[src/rtl/alu_share_arbiter.sv]
// alu_share_arbiter
// Shares one combinational ALU among NREQ requesters using a round-robin grant.
// The winner's op/operands are latched into registers that drive the ALU. The
// ALU's result and Zero flag are captured one cycle later. They are then held
// on a single valid/ready response channel until the consumer takes them.
// Optional feature macro: ALU_ARB_STATS_EN adds the grant_cnt output, which
// holds one saturating 16-bit accept counter per requester.
module alu_share_arbiter #(
    parameter int NREQ = 2,
    parameter int DW   = 32,
    parameter int OPW  = 4,
    localparam int IDW = (NREQ > 1) ? $clog2(NREQ) : 1
) (
    input  logic                 clk,
    input  logic                 reset,
    input  logic [NREQ-1:0]      req_valid,
    output logic [NREQ-1:0]      req_ready,
    input  logic [NREQ*OPW-1:0]  req_op,
    input  logic [NREQ*DW-1:0]   req_a,
    input  logic [NREQ*DW-1:0]   req_b,
    output logic [OPW-1:0]       alu_op,
    output logic [DW-1:0]        alu_a,
    output logic [DW-1:0]        alu_b,
    input  logic [DW-1:0]        alu_result,
    input  logic                 alu_zero,
    output logic                 rsp_valid,
    input  logic                 rsp_ready,
    output logic [IDW-1:0]       rsp_id,
    output logic [DW-1:0]        rsp_result,
    output logic                 rsp_zero
`ifdef ALU_ARB_STATS_EN
    ,
    output logic [NREQ*16-1:0]   grant_cnt
`endif
);

    typedef enum logic [1:0] {S_IDLE, S_EXEC, S_RESP} state_t;

    state_t             r_state;
    logic [IDW-1:0]     r_last_grant;
    logic [IDW-1:0]     r_rsp_id;
    logic [OPW-1:0]     r_alu_op;
    logic [DW-1:0]      r_alu_a;
    logic [DW-1:0]      r_alu_b;
    logic [DW-1:0]      r_rsp_result;
    logic               r_rsp_valid;
    logic               r_rsp_zero;

    logic [2*NREQ-1:0]  w_valid2;
    logic [2*NREQ-1:0]  w_rot_full;
    logic [2*NREQ-1:0]  w_gnt2;
    logic [IDW:0]       w_shamt;
    logic [NREQ-1:0]    w_rot;
    logic [NREQ-1:0]    w_first;
    logic [NREQ-1:0]    w_onehot;
    logic               w_any;
    logic               w_accept;
    logic [IDW-1:0]     w_grant;
    logic [OPW-1:0]     w_sel_op;
    logic [DW-1:0]      w_sel_a;
    logic [DW-1:0]      w_sel_b;

    logic [OPW-1:0]     w_op [NREQ];
    logic [DW-1:0]      w_a  [NREQ];
    logic [DW-1:0]      w_b  [NREQ];

    // Unpack the flat requester buses into per-requester fields.
    genvar gi;
    generate
        for (gi = 0; gi < NREQ; gi++) begin : g_unpack
            assign w_op[gi] = req_op[gi*OPW +: OPW];
            assign w_a[gi]  = req_a[gi*DW +: DW];
            assign w_b[gi]  = req_b[gi*DW +: DW];
        end
    endgenerate

    // Round-robin search: rotate the valids so that last_grant+1 lands at bit 0.
    // Then take the lowest set bit, and rotate that one-hot back into place.
    // The valid vector is doubled so that a plain right shift acts as a rotation.
    assign w_valid2   = {req_valid, req_valid};
    assign w_shamt    = {1'b0, r_last_grant} + (IDW+1)'(1);
    assign w_rot_full = w_valid2 >> w_shamt;
    assign w_rot      = w_rot_full[NREQ-1:0];
    assign w_first    = w_rot & (~w_rot + NREQ'(1));
    assign w_gnt2     = {{NREQ{1'b0}}, w_first} << w_shamt;
    assign w_onehot   = w_gnt2[2*NREQ-1:NREQ] | w_gnt2[NREQ-1:0];
    assign w_any      = |req_valid;

    // Grants are only issued from IDLE, and never while reset is being applied.
    assign w_accept  = (r_state == S_IDLE) && reset && w_any;
    assign req_ready = w_accept ? w_onehot : '0;

    // Encode the one-hot winner and select its op/operands.
    always_comb begin
        w_grant  = '0;
        w_sel_op = '0;
        w_sel_a  = '0;
        w_sel_b  = '0;
        for (int i = 0; i < NREQ; i++) begin
            if (w_onehot[i]) begin
                w_grant  = IDW'(i);
                w_sel_op = w_op[i];
                w_sel_a  = w_a[i];
                w_sel_b  = w_b[i];
            end
        end
    end

    // Main sequencer: IDLE latches the winner, EXEC captures the ALU, RESP waits for the consumer.
    always_ff @(posedge clk) begin
        if (!reset) begin
            r_state      <= S_IDLE;
            r_last_grant <= IDW'(NREQ - 1);
            r_rsp_id     <= '0;
            r_alu_op     <= '0;
            r_alu_a      <= '0;
            r_alu_b      <= '0;
            r_rsp_result <= '0;
            r_rsp_valid  <= 1'b0;
            r_rsp_zero   <= 1'b0;
        end else begin
            case (r_state)
                S_IDLE: begin
                    if (w_accept) begin
                        r_alu_op     <= w_sel_op;
                        r_alu_a      <= w_sel_a;
                        r_alu_b      <= w_sel_b;
                        r_last_grant <= w_grant;
                        r_rsp_id     <= w_grant;
                        r_state      <= S_EXEC;
                    end
                end
                S_EXEC: begin
                    r_rsp_result <= alu_result;
                    r_rsp_zero   <= alu_zero;
                    r_rsp_valid  <= 1'b1;
                    r_state      <= S_RESP;
                end
                S_RESP: begin
                    if (rsp_ready) begin
                        r_rsp_valid <= 1'b0;
                        r_state     <= S_IDLE;
                    end
                end
                default: r_state <= S_IDLE;
            endcase
        end
    end

    assign alu_op     = r_alu_op;
    assign alu_a      = r_alu_a;
    assign alu_b      = r_alu_b;
    assign rsp_valid  = r_rsp_valid;
    assign rsp_id     = r_rsp_id;
    assign rsp_result = r_rsp_result;
    assign rsp_zero   = r_rsp_zero;

`ifdef ALU_ARB_STATS_EN
    logic [15:0] r_grant_cnt [NREQ];

    generate
        for (gi = 0; gi < NREQ; gi++) begin : g_stats
            // Count accepts of this requester, sticking at all-ones.
            always_ff @(posedge clk) begin
                if (!reset) begin
                    r_grant_cnt[gi] <= '0;
                end else if (req_ready[gi] && (r_grant_cnt[gi] != 16'hFFFF)) begin
                    r_grant_cnt[gi] <= r_grant_cnt[gi] + 16'd1;
                end
            end
            assign grant_cnt[gi*16 +: 16] = r_grant_cnt[gi];
        end
    endgenerate
`else
    // Statistics disabled: no counters and no grant_cnt port.
`endif

endmodule
[config.mk]
export PLATFORM = sky130hd
export DESIGN_NAME = alu_share_arbiter
export DESIGN_NICKNAME = d
export VERILOG_FILES = /design/src/rtl/alu_share_arbiter.sv
export SDC_FILE = /design/constraint.sdc
export NUM_CORES = 1
export LEC_CHECK = 0
export BUFFER_PORTS_ARGS = -buffer_cell sky130_fd_sc_hd__buf_2
export CAP_MARGIN = 20
export CELL_PAD_IN_SITES_DETAIL_PLACEMENT = 1
export CELL_PAD_IN_SITES_GLOBAL_PLACEMENT = 2
export CORE_UTILIZATION = 20
export CTS_BUF_LIST = sky130_fd_sc_hd__clkbuf_16
export DETAILED_ROUTE_END_ITERATION = 8
export PLACE_DENSITY = 0.78
export SLEW_MARGIN = 20
export SYNTH_ARGS = -nofsm -noshare
export SYNTH_HDL_FRONTEND = slang
export SYNTH_SLANG_ARGS = --single-unit
[constraint.sdc]
create_clock -name clk -period 1.6 [get_ports clk]
set_input_delay 0.24 -clock clk [delete_from_list [all_inputs] [get_ports clk]]
set_output_delay 0.24 -clock clk [all_outputs]
set_load 0.1 [all_outputs]
### Word level (Yosys, flattened, before mapping)

Index checks and enable logic that the tools add are counted.

* register bits after elaboration: 106
* bits of input ports: 174
* output and inout port bits: 105

* add/subtract/negate cells: 2
* eq/ne operators: 4
* shift operators: 2
* mux-type cells: 13
* bitwise gates (word level): 3
* reductions and logical operators: 8

Operators by type and width (number)
* 2-to-1 mux 32 bit: 4
* 2-to-1 mux 4 bit: 2
* 2-to-1 mux 2 bit: 3
* case mux 2 bit (3 select lines): 1
* AND reduction 2 bit: 3
* != test 2 bit, second input constant: 2
* left shift 2 x 2 -> 4 bit: 1
* right shift 4 x 2 -> 2 bit: 1
* adder 1 x 1 -> 2 bit, second input constant: 1
* adder 2 x 1 -> 2 bit, second input constant: 1
* bitwise AND 2 bit: 1
* equality test 2 x 1 -> 1 bit, second input constant: 1
* equality test 2 bit, second input constant: 1
* logical AND 1 bit: 2
* logical NOT 2 bit: 1
* 2-to-1 mux 1 bit: 2
* NOT 2 bit: 1
* OR 2 bit: 1
* case mux 1 bit (2 select lines): 1
* nonzero test 2 bit: 1
* OR reduction 2 bit: 1

### Logic depth before layout (Yosys ltp)

Gate-level depths: netlist (run 1).

* depth after elaboration: 9
* depth in mapped cells: 8
* depth with buffers taken out: 3

### Worst setup path before layout (run 1)

Ideal clock, no wire load.

* kind: input port to flip-flop
* start: in req_valid[0]
* end: reg r_rsp_id (netlist: rsp_id)
* arrival: 2550 ps
* required time: 1532 ps
* slack: -1017 ps
* stages on the path: 5
* buffers on the path: 2
* cells stage by stage: clkbuf_1 a21boi_1 buf_2 nor2b_1 a31o_2

* cells in the longest elaborated chain, start to end: 7

RTL lines
* start, declared: line 16 `input logic [NREQ-1:0] req_valid,`
* right shift 4 x 2 -> 2 bit: line 82 `assign w_rot_full = w_valid2 >> w_shamt;`
* NOT 2 bit: line 84 `assign w_first = w_rot & (~w_rot + NREQ'(1));`
* adder 2 x 1 -> 2 bit: line 84
* bitwise AND 2 bit: line 84
* left shift 2 x 2 -> 4 bit: line 85 `assign w_gnt2 = {{NREQ{1'b0}}, w_first} << w_shamt;`
* OR 2 bit: line 86 `assign w_onehot = w_gnt2[2*NREQ-1:NREQ] | w_gnt2[NREQ-1:0];`
* 2-to-1 mux 1 bit: line 100 `if (w_onehot[i]) begin`
* end signal, assigned: line 129 `r_rsp_id <= w_grant;`
* end, declared: line 41 `logic [IDW-1:0] r_rsp_id;`

Several ways; a longest one is shown, not always the timed one.
A chain may end at the register's enable or synchronous reset.

### Worst setup path after layout (run 1)

* start: reg r_state[0]
* end: out req_ready[1]

* cells in the longest elaborated chain, start to end: 4

RTL lines
* start, declared: line 39 `state_t r_state;`
* start signal, assigned: line 112 `r_state <= S_IDLE;`
* start signal, assigned: line 130 `r_state <= S_EXEC;`
* start signal, assigned: line 137 `r_state <= S_RESP;`
* logical NOT 2 bit: line 90 `assign w_accept = (r_state == S_IDLE) && reset && w_any;`
* logical AND 1 bit (2 in a row): line 90
* 2-to-1 mux 2 bit: line 91 `assign req_ready = w_accept ? w_onehot : '0;`
* end, declared: line 17 `output logic [NREQ-1:0] req_ready,`

No other way between the ends.

==> metrics.yaml, run 1 <==
status: "complete, but fails checks"
violations: "negative setup slack"
cap_violations: 0
synth_fa_ha_area_share_pct: 0
reg2reg_depth: 5
io_pins: 279
ys_seq_elements: 106
gp_congestion: 0.759
switching_power_mw: 3.47
crit_top_cell: "buf_12"
die_width_um: 151
drt.antenna.violating_nets: 0
routedWlPerCell_um: 17.8
grt_start_max_net_pins: 107
syn2layout_area_growth_pct: 53.0
start_util_pct: 20.4
root_buffer: "clkbuf_16"
grt_pass1_wl_um: 25900
synth_xor_area_share_pct: 0
pwr-share-seq_pct: 36.9
setup_viol: 27
r2r_end: "alu_a[19]$_SDFFE_PN0P_"
hold_buffers: 0
grt-ovfl-total: 0
min_path_type: "primary input to flip-flop"
r2r-start: "r_state[0]$_SDFFE_PN0P_"
crit_family: "simple AND/OR/NAND/NOR gates"
skew_ns: 0.0103
cts.clk_slew.worst_paths_ns: 0.07
grt_usage_pct: 14.9
core_area_um2: 21800
antenna_found_initial: 2
start_kind: "flip-flop"
ys_warn_count: 0
r2r_setup_slack_ns: -0.04
cts_buffers: 9
syn_nets: 669
synth-simple-area-share_pct: 7.24
clk-insertion-delay-late_ns: 0.36
syn_inst: 495
synth.area.mux_share_pct: 0
ys_seq_area_share_pct: 47.6
cp.depth: 4
drive_gt1_share_pct: 45.0
critPathSlowestCell: "or3b_4"
yosysTopAreaCell: "dfxtp_1"
p_per_area_nw_per_um2: 1180
path_cells: "or3b_4 -> buf_12 -> nor2b_4 -> buf_12"
dr.pass1.iters: 4
fillers: 2674
synth_top_family_by_area: "compound AO/OA/AOI/OAI gates"
swShare_pct: 42.9
p_leak_nw: 2.96
cp.arrival_ns: 1.55
nNetsFinal: 929
grt_pass1_vias: 4738
end_kind: "output pin"
fp.dieArea_um2: 22900
tightest_slew_ns: 0.526
crit_path_max_fanout: 3
netlist_top_cells_area: "dfxtp_1 (48%), a32oi_1 (13%), o211ai_1 (11%)"
multi_input_area_um2: 2130
portBuffers: 278
synth_compound_area_share_pct: 39.0
netlist_area_um2: 4460
power_frac_comb_pct: 38.3
worstSetupPathType: "flip-flop to output pin"
dieHeight_um: 151
synth_cell_type_count: 26
endpoint: "req_ready[1]"
internal_power_mw: 4.61
netlist.area_leader.share_pct: 47.6
crit_start: "r_state[0]$_SDFFE_PN0P_"
max_stage_delay_ns: 0.41
path_buf_inv: 2
regArea_um2: 2120
cts_tree: "yes"
max_freq_mhz: 560
clockBufferDepth: 2
maxSlewHeadroom_pct: 65.2
synth.avg_cell_area_um2: 9.01
vdd_ir_drop_max_mv: 0.385
min_period_over_period_pct: 112
drc_errors: 0
fin_crit_ns: 1.79
hpwl_um: 12600
viasPerCell: 4.74
drtIter0Drc: 140
cts_sinks: 106
hold_viol: 0
rows: 54
cts-htree-levels: 3
clockPowerShare_pct: 24.8
final_core_util_pct: 31.3
wl_um: 18500
worstPathRequired_ns: 1.36
drv_slew: 0
rsz0062_at_grt: "yes"
worst_slack_ns: -0.187
vias: 4923
pre_cts_ws_ns: -0.0136
-- sequential cells by signal, indices dropped and copies added (netlist names) --
| name | count |
|---|---|
| alu_a | 32 |
| alu_b | 32 |
| rsp_result | 32 |
| alu_op | 4 |
| r_state | 2 |
| r_last_grant | 1 |
| rsp_id | 1 |
| rsp_valid | 1 |
| rsp_zero | 1 |
-- kinds of logic after synthesis --
logic type             after synthesis
AOI/OAI and AO/OA                  243
DFF                                106
buffers and inverters               67
and+or+nand+nor                     79
-- layout by cell type (no fill, tap or decap), types with 2 or more instances in the layout --
master / Yosys / routed
o21ai_1: 13 / 41
inv_1: 1 / 2
a21boi_0: 33 / 33
buf_12: 0 / 14
buf_8: 0 / 2
buf_6: 2 / 2
o21ai_0: 56 / 24
o211ai_1: 68 / 68
or2_4: 0 / 2
clkinv_2: 0 / 2
o21ai_2: 0 / 4
buf_4: 1 / 16
dfxtp_1: 106 / 105
nor2_4: 0 / 2
nand2_1: 67 / 67
buf_2: 3 / 275
a32oi_1: 68 / 68
clkbuf_16: 0 / 13
-- power by group through the flow --
stage / logic, mW / registers [mW] / clock network, mW
6_report: 3.10 / 2.98 / 2.00
4_1_cts: 2.99 / 2.98 / 2.09
2_1_floorplan: 0.584 / 4.65 / 0
5_1_grt: 3.24 / 3.01 / 2.21
3_3_place_gp: 2.94 / 3.03 / 0
3_5_place_dp: 2.95 / 3.04 / 0
-- worst min path at each step --
stage               cells after the start                          end                        start  slack, ns
global route                            3  rsp_result[13]$_SDFFE_PN0P_               alu_result[13]       0.13
finish                                  3       alu_b[31]$_SDFFE_PN0P_                    req_b[63]       0.14
floorplan                               2  rsp_result[10]$_SDFFE_PN0P_               alu_result[10]       0.38
global placement                        2  rsp_result[18]$_SDFFE_PN0P_  rsp_result[18]$_SDFFE_PN0P_       0.45
CTS                                     3  rsp_result[13]$_SDFFE_PN0P_               alu_result[13]       0.12
detailed placement                      2  rsp_result[29]$_SDFFE_PN0P_  rsp_result[29]$_SDFFE_PN0P_       0.45
-- through the flow --
| stage | instance area, µm² | power, mW | cells | TNS [ns] | hold WS (ns) |
|---|---|---|---|---|---|
| detailed placement | 6320 | 6.00 | 1010 | -0.0136 | 0.454 |
| global route | 6820 | 8.47 | 1038 | -3.88 | 0.132 |
| floorplan | 4510 | 5.23 | 495 | -0.0996 | 0.385 |
| CTS | 6630 | 8.07 | 1028 | -0.376 | 0.124 |
| global placement | 6320 | 5.98 | 1010 | 0 | 0.447 |
| finish | 6820 | 8.08 | 1039 | -0.844 | 0.138 |
-- timing repair --
action | 4_1_cts | 5_1_grt
hold endpoints to repair | 0 | 0
cloned | 1 | 9
endpoints found under the setup margin | 2 | 59
resized for setup | 4 | 39
pin swaps | 1 | 8
setup buffers | 3 | 1
-- metal layers --
| metal | share of wire [%] | global-route usage [%] | wire, µm | vias up |
|---|---|---|---|---|
| met5 | 0.070 | 0 | 13 | - |
| met4 | 0.78 | 3.00 | 144 | 2 |
| met3 | 7.4 | 5.12 | 1370 | 14 |
| met2 | 48 | 25.6 | 8850 | 182 |
| met1 | 44 | 17.8 | 8150 | 2312 |
| li1 | - | - | - | 2413 |
-- layout make-up --
class | count | area share (%)
Antenna cell | 1 | 0.0367
Clock buffer | 9 | 3.30
Clock inverter | 5 | 0.367
Inverter | 1 | 0.0550
Multi-Input combinational cell | 323 | 31.2
Sequential cell | 106 | 31.1
Tap cell | 280 | 5.13
Timing Repair Buffer | 314 | 28.8
-- worst min-delay path: stages --
cell     delay [ns]
buf_2          0.07
a32oi_1        0.05
o21ai_1        0.10
-- synthesized netlist by cell type (all sizes together) --
master and number:
a21boi 34, a21o 1, a31o 1, a32oi 68, buf 8, clkbuf 58
dfxtp 106, inv 1, nand2 67, nand2b 2, nand3 1, nand3b 1
nor2 3, nor2b 2, nor3b 1, o211a 1, o211ai 68, o21a 1
o21ai 69, or2 1, or3b 1
(Power assumes the default switching activity.)
==> run 2: changes to the inputs <==
Settings changed: CORE_ASPECT_RATIO set to 0.7.
==> metrics.yaml, run 2 (synthesized netlist as in run 1, its figures left out) <==
drt.antenna.violating_nets: 0
crit_top_cell: "buf_12"
final_cell_mix: "buf_2 (275), dfxtp_1 (103), a32oi_1 (68), o211ai_1 (68), nand2_1 (67)"
worst_hold_startpoint: "alu_result[19]"
fin_crit_ns: 1.79
hold_viol: 0
drc_errors: 0
wl_um: 19300
drive_gt1_share_pct: 45.6
root_buffer: "clkbuf_16"
core_area_um2: 21800
min_to: "rsp_result[19]$_SDFFE_PN0P_"
skew_ns: 0.00451
reg2reg_depth: 5
io_pins: 279
rows: 45
min_path_type: "primary input to flip-flop"
routedWlPerCell_um: 18.5
cts.clk_slew.worst_paths_ns: 0.08
clk-insertion-delay-late_ns: 0.35
drv_slew: 0
r2r_setup_slack_ns: -0.04
p_leak_nw: 3.01
clockBufferDepth: 2
worst_slack_ns: -0.191
status: "complete, but fails checks"
cts_buffers: 9
dp_cells: 1010
grt_start_max_net_pins: 107
vdd_ir_drop_max_mv: 0.491
end_kind: "output pin"
maxSlewHeadroom_pct: 64.6
vias: 4962
cap_violations: 0
grt_pass1_vias: 4858
rsz0062_at_grt: "yes"
grt_pass1_wl_um: 28100
gp_congestion: 0.729
cts-htree-levels: 3
worstPathRequired_ns: 1.36
start_util_pct: 20.5
tightest_slew_ns: 0.531
start_kind: "flip-flop"
hpwl_um: 12900
cts_sinks: 106
max_freq_mhz: 558
hold_buffers: 0
dr.pass1.iters: 4
cp.arrival_ns: 1.55
r2r_end: "alu_op[1]$_SDFFE_PN0P_"
cts_tree: "yes"
path_cells: "or3b_4 -> buf_12 -> nor2b_4 -> buf_12"
setup_viol: 28
min_period_over_period_pct: 112
r2r-start: "r_state[0]$_SDFFE_PN0P_"
dieHeight_um: 127
drtIter0Drc: 165
viasPerCell: 4.76
fillers: 2561
tns_ns: -0.713
violations: "negative setup slack"
grt-ovfl-total: 0
grt_usage_pct: 15.8
die_width_um: 180
nNetsFinal: 928
hold_depth: 3
critPathSlowestCell: "or3b_4"
portBuffers: 278
max_stage_delay_ns: 0.41
p_per_area_nw_per_um2: 1230
layout_commonest_cell: "buf_2"
syn2layout_area_growth_pct: 55.4
antenna_found_initial: 3
fp.dieArea_um2: 22900
crit_path_max_fanout: 4
worstSetupPathType: "flip-flop to output pin"
final_cells: 1043
## run 2: area by class of cell
class | instances | area, µm² | share of cell area, %
inverters | 1 | 3.75 | 0.0542
clock buffers | 9 | 225 | 3.25
diodes | 2 | 5.00 | 0.0722
clock inverters | 7 | 92.6 | 1.34
flip-flops and latches | 106 | 2130 | 30.7
repair buffers | 313 | 1980 | 28.6
well taps | 282 | 353 | 5.09
multi-input cells | 323 | 2140 | 30.9
## run 2: worst max-delay path, delay by kind of cell (launching register included)
kind	cells	cell delay, ns
buffers and inverters	2	0.33
and+or+nand+nor	2	0.54
DFF	1	0.32
## run 2: repair_timing
item                       4_1_cts  5_1_grt
resized for setup                8       46
pin swaps                        2        8
buffers inserted                 4        1
setup endpoints to repair        3       66
cloned                           1       10
## run 2: where the power goes
| group | leakage, nW | switching (mW) | internal, mW |
|---|---|---|---|
| logic | 1.98 | 2.40 | 0.730 |
| registers | 0.870 | 0.115 | 2.87 |
| clock network | 0.151 | 1.06 | 1.37 |
## run 2: per-layer routing
metal,part of all wire [%],GRT usage (%),vias to the layer above
li1,-,-,2415
met1,49,21.1,2345
met2,43,24.2,190
met3,7.0,5.60,10
met4,0.66,3.62,2
met5,0.067,0,-
## run 2: per-stage QoR
stage | setup slack, ns | cell area (µm²) | utilization, % | hold WS [ns] | power (mW)
final | -0.191 | 6930 | 31.8 | 0.132 | 8.55
after CTS | -0.213 | 6710 | 30.8 | 0.117 | 8.55
after global routing | -0.231 | 6930 | 31.8 | 0.126 | 8.93
after floorplan | -0.0981 | 4510 | - | 0.385 | 5.23
after global placement | 0.0422 | 6320 | 29.0 | 0.449 | 5.98
after detailed placement | -0.0314 | 6320 | 29.0 | 0.457 | 6.00
## run 2: worst max path at each step
stage,from,to,slack [ns],depth (start not counted)
after detailed placement,reset,alu_b[31]$_SDFFE_PN0P_,-0.03,5
final,r_state[0]$_SDFFE_PN0P_,req_ready[1],-0.19,4
after global routing,r_state[0]$_SDFFE_PN0P_,req_ready[1],-0.23,4
after floorplan,r_state[0]$_SDFFE_PN0P_,req_ready[0],-0.1,4
after CTS,r_state[1]$_SDFFE_PN0P_,req_ready[1],-0.21,4
after global placement,reset,alu_a[15]$_SDFFE_PN0P_,0.04,5
==> run 3: changes to the inputs <==
Settings changed: BUFFER_PORTS_ARGS -buffer_cell sky130_fd_sc_hd__buf_2 to not set, CAP_MARGIN 20 to not set, CORE_UTILIZATION 20 to 35, DONT_BUFFER_PORTS set to 1, PLACE_DENSITY 0.78 to 0.85.
Clock period 1.6 ns to 2.1 ns, I/O delays scaled along.
==> metrics.yaml, run 3 (synthesized netlist as in run 1, its figures left out) <==
fillers: 1415
hold_viol: 0
grt_pass1_wl_um: 21000
worstPathRequired_ns: 1.78
cap_violations: 0
vdd_ir_drop_max_mv: 0.415
dr.pass1.iters: 4
multi_input_area_um2: 2100
cts_tree: "yes"
power_mw: 5.84
core_area_um2: 12400
tns_ns: 0
layout_commonest_cell: "buf_4"
grt_usage_pct: 20.8
cts_sinks: 106
setup_viol: 0
drt.antenna.violating_nets: 0
crit_path_max_fanout: 6
grt_start_max_net_pins: 108
wl_um: 14600
p_leak_nw: 2.07
clockBufferDepth: 2
grt-busiest-layer: "met2"
worst_slack_ns: 0.145
vias: 4231
cp.arrival_ns: 1.64
grt_pass1_vias: 4008
routedWlPerCell_um: 20.2
drv_slew: 0
portBuffers: 0
critPathSlowestCell: "or3b_2"
place_area_um2: 5370
min_path_type: "primary input to flip-flop"
use_met2_pct: 36.4
cts-htree-levels: 3
min_period_over_period_pct: 93.1
start_kind: "flip-flop"
status: "complete, no violations"
start_util_pct: 35.9
path_cells: "or3b_2 -> nor2b_4 -> buf_12"
antenna_found_initial: 0
tightest_slew_ns: 0.511
skew_ns: 0.00578
gp_congestion: 0.759
rsz0062_at_grt: "no"
cts.repair.resized: 0
worstSetupPathType: "flip-flop to output pin"
holdWs_ns: 0.114
diodes: 0
max_freq_mhz: 512
hold_buffers: 0
pre_cts_ws_ns: 0.244
cts.clk_slew.worst_paths_ns: 0.07
io_pins: 279
dieHeight_um: 96.4
crit_family: "simple AND/OR/NAND/NOR gates"
nNetsFinal: 729
viasPerCell: 5.86
root_buffer: "clkbuf_16"
final_cell_mix: "buf_4 (109), dfxtp_1 (106), a32oi_1 (68), o211ai_1 (68), nand2_1 (67)"
drive_gt1_share_pct: 24.5
finalInstanceArea_um2: 5630
fp.dieArea_um2: 13200
cts_buffers: 9
rows: 34
max_stage_delay_ns: 0.60
grt-ovfl-total: 0
regArea_um2: 2120
post_cts_buffers: 0
p_per_area_nw_per_um2: 1040
fin_crit_ns: 1.95
end_kind: "output pin"
drtIter0Drc: 148
drc_errors: 0
maxSlewHeadroom_pct: 66.0
syn2layout_area_growth_pct: 26.3
die_width_um: 137
hpwl_um: 10100
grt_util_met1_pct: 25.0
clk-insertion-delay-late_ns: 0.33
path_buf_inv: 1
grtUsageMet3_pct: 6.00
run 3: report_power, final:
| group | leakage [nW] | total (mW) | switching, mW | internal, mW |
|---|---|---|---|---|
| logic | 1.06 | 2.06 | 1.66 | 0.405 |
| registers | 0.870 | 2.25 | 0.0696 | 2.19 |
| clock network | 0.135 | 1.52 | 0.726 | 0.792 |
| total | 2.07 | 5.84 | 2.45 | 3.38 |
run 3: cell type report:
cell class	count	area share [%]
Sequential cell	106	37.7
Multi-Input combinational cell	322	37.3
Timing Repair Buffer	115	16.7
Clock buffer	9	4.00
Tap cell	162	3.60
Clock inverter	7	0.711
Inverter	1	0.0666
run 3: layer usage:
metal / vias to the layer above / wire (µm)
met4: 0 / 220
met3: 18 / 1070
met1: 2028 / 6080
li1: 2006 / -
met2: 179 / 7180
met5: - / 0
run 3: metrics by stage:
step	utilization [%]	cells
floorplan	-	495
global placement	43.2	706
detailed placement	43.2	706
CTS	45.4	722
global route	45.4	722
finish	45.4	722
run 3: worst paths after layout:
path | depth (start not counted) | slack, ns | from | endpoint
setup / recovery | 3 | 0.15 | r_state[1]$_SDFFE_PN0P_ | req_ready[1]
hold / removal | 2 | 0.11 | alu_result[8] | rsp_result[8]$_SDFFE_PN0P_
setup reg to reg | 4 | 0.22 | r_state[1]$_SDFFE_PN0P_ | alu_a[17]$_SDFFE_PN0P_
hold reg to reg | 2 | 0.48 | rsp_result[25]$_SDFFE_PN0P_ | rsp_result[25]$_SDFFE_PN0P_
